==> config.mk <==
export PLATFORM = sky130hd
export DESIGN_NAME = dmem_port_arbiter
export DESIGN_NICKNAME = d
export VERILOG_FILES = /design/src/rtl/dmem_port_arbiter.sv
export SDC_FILE = /design/constraint.sdc
export NUM_CORES = 1
export LEC_CHECK = 0
export ABC_AREA = 1
export ABC_CLOCK_PERIOD_IN_PS = 6200
export CAP_MARGIN = 20
export CORE_AREA = 10 10 100 102
export CTS_CLUSTER_DIAMETER = 100
export DETAILED_ROUTE_END_ITERATION = 7
export DIE_AREA = 0 0 110 112
export DONT_BUFFER_PORTS = 1
export SETUP_SLACK_MARGIN = 0.02
export SYNTH_ARGS = -nofsm -noshare
export SYNTH_HDL_FRONTEND = slang
export SYNTH_SLANG_ARGS = --single-unit
==> constraint.sdc <==
create_clock -name clk -period 6.2 [get_ports clk]
set_input_delay 0.93 -clock clk [delete_from_list [all_inputs] [get_ports clk]]
set_output_delay 0.93 -clock clk [all_outputs]
set_load 0.05 [all_outputs]
==> src/rtl/dmem_port_arbiter.sv <==
// Shares a single-port data RAM between the core memory stage (priority) and one auxiliary master.
// A starvation counter forces one aux slot; a tag pipe steers read data back to its owner.
module dmem_port_arbiter #(
  parameter int DATA_W   = 32,
  parameter int ADDR_W   = 10,
  parameter int RD_LAT   = 1,
  parameter int MAX_WAIT = 4
) (
  input  logic              clk,
  input  logic              reset,
  input  logic              cpu_req,
  input  logic              cpu_we,
  input  logic [31:0]       cpu_addr,
  input  logic [DATA_W-1:0] cpu_wdata,
  output logic              cpu_stall,
  output logic              cpu_rvalid,
  output logic [DATA_W-1:0] cpu_rdata,
  input  logic              ext_req,
  input  logic              ext_we,
  input  logic [31:0]       ext_addr,
  input  logic [DATA_W-1:0] ext_wdata,
  output logic              ext_gnt,
  output logic              ext_rvalid,
  output logic [DATA_W-1:0] ext_rdata,
  output logic              mem_wren,
  output logic [ADDR_W-1:0] mem_address,
  output logic [DATA_W-1:0] mem_data,
  input  logic [DATA_W-1:0] mem_q
);

  typedef enum logic {CPU_PRI = 1'b0, EXT_FORCE = 1'b1} state_t;

  localparam logic [7:0] WAIT_LAST = 8'(MAX_WAIT - 1);

  state_t              r_state, w_state_nxt;
  logic [7:0]          r_wait_cnt, w_wait_nxt;
  logic                w_cpu_gnt, w_ext_gnt, w_any_gnt;
  logic                w_push_vld;
  logic [RD_LAT-1:0]   r_tag_vld, r_tag_own;
  logic [ADDR_W-1:0]   r_addr_hold, w_sel_addr;
  logic [DATA_W-1:0]   r_data_hold, w_sel_data;
  logic                w_unused;

  always_comb begin
    w_cpu_gnt   = 1'b0;
    w_ext_gnt   = 1'b0;
    w_state_nxt = r_state;
    w_wait_nxt  = r_wait_cnt;
    case (r_state)
      CPU_PRI: begin
        if (cpu_req)      w_cpu_gnt = 1'b1;
        else if (ext_req) w_ext_gnt = 1'b1;
        if (ext_req && !w_ext_gnt && r_wait_cnt == WAIT_LAST) w_state_nxt = EXT_FORCE;
      end
      EXT_FORCE: begin
        w_ext_gnt   = ext_req;
        w_state_nxt = CPU_PRI;
      end
      default: w_state_nxt = CPU_PRI;
    endcase
    // Grants are combinational, so they must be masked explicitly while reset is held.
    if (reset) begin
      w_cpu_gnt = 1'b0;
      w_ext_gnt = 1'b0;
    end
    if (!ext_req || w_ext_gnt)     w_wait_nxt = 8'd0;
    else if (r_wait_cnt != WAIT_LAST) w_wait_nxt = r_wait_cnt + 8'd1;
  end

  assign w_any_gnt  = w_cpu_gnt | w_ext_gnt;
  assign w_sel_addr = w_ext_gnt ? ext_addr[ADDR_W+1:2] : cpu_addr[ADDR_W+1:2];
  assign w_sel_data = w_ext_gnt ? ext_wdata : cpu_wdata;
  assign w_push_vld = (w_cpu_gnt & ~cpu_we) | (w_ext_gnt & ~ext_we);

  always_ff @(posedge clk or posedge reset) begin
    if (reset) begin
      r_state     <= CPU_PRI;
      r_wait_cnt  <= 8'd0;
      r_tag_vld   <= '0;
      r_tag_own   <= '0;
      r_addr_hold <= '0;
      r_data_hold <= '0;
    end else begin
      r_state      <= w_state_nxt;
      r_wait_cnt   <= w_wait_nxt;
      r_tag_vld[0] <= w_push_vld;
      r_tag_own[0] <= w_ext_gnt;
      for (int i = 1; i < RD_LAT; i++) begin
        r_tag_vld[i] <= r_tag_vld[i-1];
        r_tag_own[i] <= r_tag_own[i-1];
      end
      if (w_any_gnt) begin
        r_addr_hold <= w_sel_addr;
        r_data_hold <= w_sel_data;
      end
    end
  end

  assign ext_gnt     = w_ext_gnt;
  assign cpu_stall   = cpu_req & ~w_cpu_gnt & ~reset;
  assign mem_wren    = (w_cpu_gnt & cpu_we) | (w_ext_gnt & ext_we);
  assign mem_address = reset ? '0 : (w_any_gnt ? w_sel_addr : r_addr_hold);
  assign mem_data    = reset ? '0 : (w_any_gnt ? w_sel_data : r_data_hold);

  // Owner bit 1 marks an aux read at the tail of the tag pipe.
  assign cpu_rvalid = r_tag_vld[RD_LAT-1] & ~r_tag_own[RD_LAT-1];
  assign ext_rvalid = r_tag_vld[RD_LAT-1] &  r_tag_own[RD_LAT-1];
  assign cpu_rdata  = mem_q;
  assign ext_rdata  = mem_q;

  assign w_unused = ^{cpu_addr[31:ADDR_W+2], cpu_addr[1:0], ext_addr[31:ADDR_W+2], ext_addr[1:0]};

endmodule
==> impl_metrics.env <==
export IMPL_run_status="complete, no violations"
export IMPL_clk_path_buf_depth=2
export IMPL_synth_distinct_cells=22
export IMPL_first_iter_violations=207
export IMPL_num_nets_final=681
export IMPL_area_delta_synth_final_pct=-1.95
export IMPL_syn_nets=718
export IMPL_seq_area_frac_synth_pct=36.3
export IMPL_final_setup_viol_count=0
export IMPL_tightestPinTransition_ps=952
export IMPL_start_kind="primary input"
export IMPL_combPwrFrac_pct=34.0
export IMPL_intPower_w=0.000548
export IMPL_grtUsageTotal_pct=14.5
export IMPL_required_ps=5270
export IMPL_placed_cell_area_um2=3500
export IMPL_fin_area_um2=3580
export IMPL_arrival_ps=3190
export IMPL_p_seq_share_pct=44.8
export IMPL_post_route_min_period_ps=4120
export IMPL_grt_max_degree=55
export IMPL_htreeDepth=2
export IMPL_period_share_pct=66.4
export IMPL_grt_pass1_wl_um=14700
export IMPL_powerDensity_nw_per_um2=248
export IMPL_rsz0062_at_grt="no"
export IMPL_endpoint_kind="output pin"
export IMPL_clkPwrFrac_pct=21.2
export IMPL_gp_congestion=0.765
export IMPL_hold_viol_final=0
export IMPL_ios=277
export IMPL_die_x_um=110
export IMPL_fin_skew_ps=7.66
export IMPL_synth_warnings=0
export IMPL_numClockSinks=53
export IMPL_r2r_start="r_state"
export IMPL_post_route_drc_count=0
export IMPL_switchingPower_w=0.000341
export IMPL_grt_overflow=0
export IMPL_drive_above_1_share_pct=11.7
export IMPL_start_util_pct=45.4
export IMPL_cellLeakagePower_nw=2.15
export IMPL_cts_resized=0
export IMPL_cp_startpoint="cpu_req"
export IMPL_first_pass_iters=4
export IMPL_ys_seq_elements=53
export IMPL_worstPathMaxFanout=44
export IMPL_swShare_pct=38.4
export IMPL_clk_pin_slew_ps=90
export IMPL_dieArea_um2=12300
export IMPL_setup_tns_ps=0
export IMPL_hold_worst_slack_ps=547
export IMPL_die_h_um=112
export IMPL_coreArea_um2=8050
export IMPL_max_vdd_ir_drop_uv=94.9
export IMPL_netlist_area_um2=3650
export IMPL_drv_slew=0
export IMPL_post_cts_buffers=0
export IMPL_clock_latency_ps=300
export IMPL_max_freq_mhz=243
export IMPL_avgSynthCellArea_um2=6.63
export IMPL_cts_root_buf="clkbuf_8"
export IMPL_grt_pass1_vias=3097
export IMPL_antenna_found_initial=0
export IMPL_hold_start="r_addr_hold[3]"
export IMPL_totalWireLength_um=8910
export IMPL_worstSetupPathType="primary input to output pin"
export IMPL_dp_hpwl_um=6470
export IMPL_dpl_worst_slack_ps=2060
export IMPL_hold_buffers=0
export IMPL_ant_nets=0
export IMPL_n_antenna_cell=0
export IMPL_wl_per_cell_um=14.4
export IMPL_drv_cap=0
export IMPL_final_core_util_pct=44.5
export IMPL_cts_tree="built"
export IMPL_hold_class="register to register"
export IMPL_via_per_inst=4.82
export IMPL_num_rows=33
export IMPL_synthCells=551
export IMPL_numCtsBuffers=5
export IMPL_relSlewSlack_pct=36.1
export IMPL_portBuffers=0
export IMPL_finalWorstSetupSlack_ps=2080
export IMPL_via_count=2987
cell usage after synthesis:
library cell | number | area share (%)
nand2_1 | 145 | 15
inv_1 | 100 | 10
nand3_1 | 90 | 12
buf_4 | 65 | 13
nor2_1 | 55 | 5.6
dfrtp_1 | 53 | 36
buf_2 | 12 | 1.6
buf_1 | 4 | 0.41
buf_6 | 4 | 1.2
clkbuf_1 | 4 | 0.41
inv_2 | 3 | 0.31
nand2_2 | 3 | 0.51
nor3_1 | 3 | 0.41
a21oi_1 | 2 | 0.27
a31oi_1 | 1 | 0.17
ha_1 | 1 | 0.34
nand3_2 | 1 | 0.27
nand4_1 | 1 | 0.17
nor2_8 | 1 | 0.55
o21ai_0 | 1 | 0.14
o21bai_1 | 1 | 0.21
o22ai_1 | 1 | 0.17
worst paths after layout:
| path | end | slack (ps) | cells past startpoint |
|---|---|---|---|
| min in group asynchronous | r_addr_hold[8] | 710 | 2 |
| max in group asynchronous | r_data_hold[11] | 5020 | 2 |
| hold / removal | r_addr_hold[3] | 550 | 4 |
| hold reg to reg | r_addr_hold[3] | 550 | 4 |
| setup reg to reg | r_data_hold[26] | 3850 | 8 |
| setup / recovery | mem_wren | 2080 | 5 |
layout make-up:
cell class                 instances  area, um^2
timing repair buffer              45         338
fill                             881        4470
sequential                        53        1330
clock buffer                       6        72.6
tap                              105         131
multi-input combinational        306        1320
clock inverter                     2        10.0
inverter                         103         387
routing by layer:
layer	GRT usage, %	part of all wire [%]
met1	15.8	37
met2	24.6	48
met3	4.90	9.9
met4	6.77	4.6
met5	0	0
layout by cell type (no fill, tap or decap):
cell,n
clkbuf_8,5
ha_1,1
clkinv_2,2
inv_1,100
nor2_8,1
nand2_1,145
o21ai_1,1
nand3_2,1
inv_2,3
a31oi_1,1
clkbuf_1,1
nor2_1,55
nor3_1,3
o21bai_1,1
o22ai_1,1
nand3_1,90
nand4_1,1
dfrtp_1,53
nand2_2,3
buf_4,45
a21oi_1,2
sequential cells by signal (all words and copies together), names as in the netlist:
name / count
r_state: 1
r_wait_cnt: 8
r_data_hold: 32
r_tag_vld: 1
r_addr_hold: 10
r_tag_own: 1
worst max-delay path, stage by stage:
cell	delay (ps)
nand2_2	640
nand2_2	450
inv_1	540
nand2_1	90
o21ai_1	530
kinds of logic after synthesis:
group	count (synthesis)	synth area share (%)
flip-flops	53	36.3
adder cells (fa/ha/maj)	1	0.342
AO/OA/AOI/OAI	6	0.959
AND/OR/NAND/NOR	299	34.8
buffers and inverters	192	27.6
power by group through the flow:
stage | combinational (W) | clock [W] | sequential (W)
floorplan | 0.000353 | 0 | 0.000402
global placement | 0.000303 | 0 | 0.000404
detailed placement | 0.000307 | 0 | 0.000405
CTS | 0.000308 | 0.000201 | 0.000398
global route | 0.000338 | 0.000216 | 0.000403
finish | 0.000302 | 0.000188 | 0.000398
stage by stage:
stage / total power (W) / instances
after floorplan: 0.000755 / 551
after global placement: 0.000707 / 612
after detailed placement: 0.000712 / 612
after CTS: 0.000907 / 620
after global routing: 0.000957 / 620
final: 0.000888 / 620
Power figures use the tool's default switching activity.
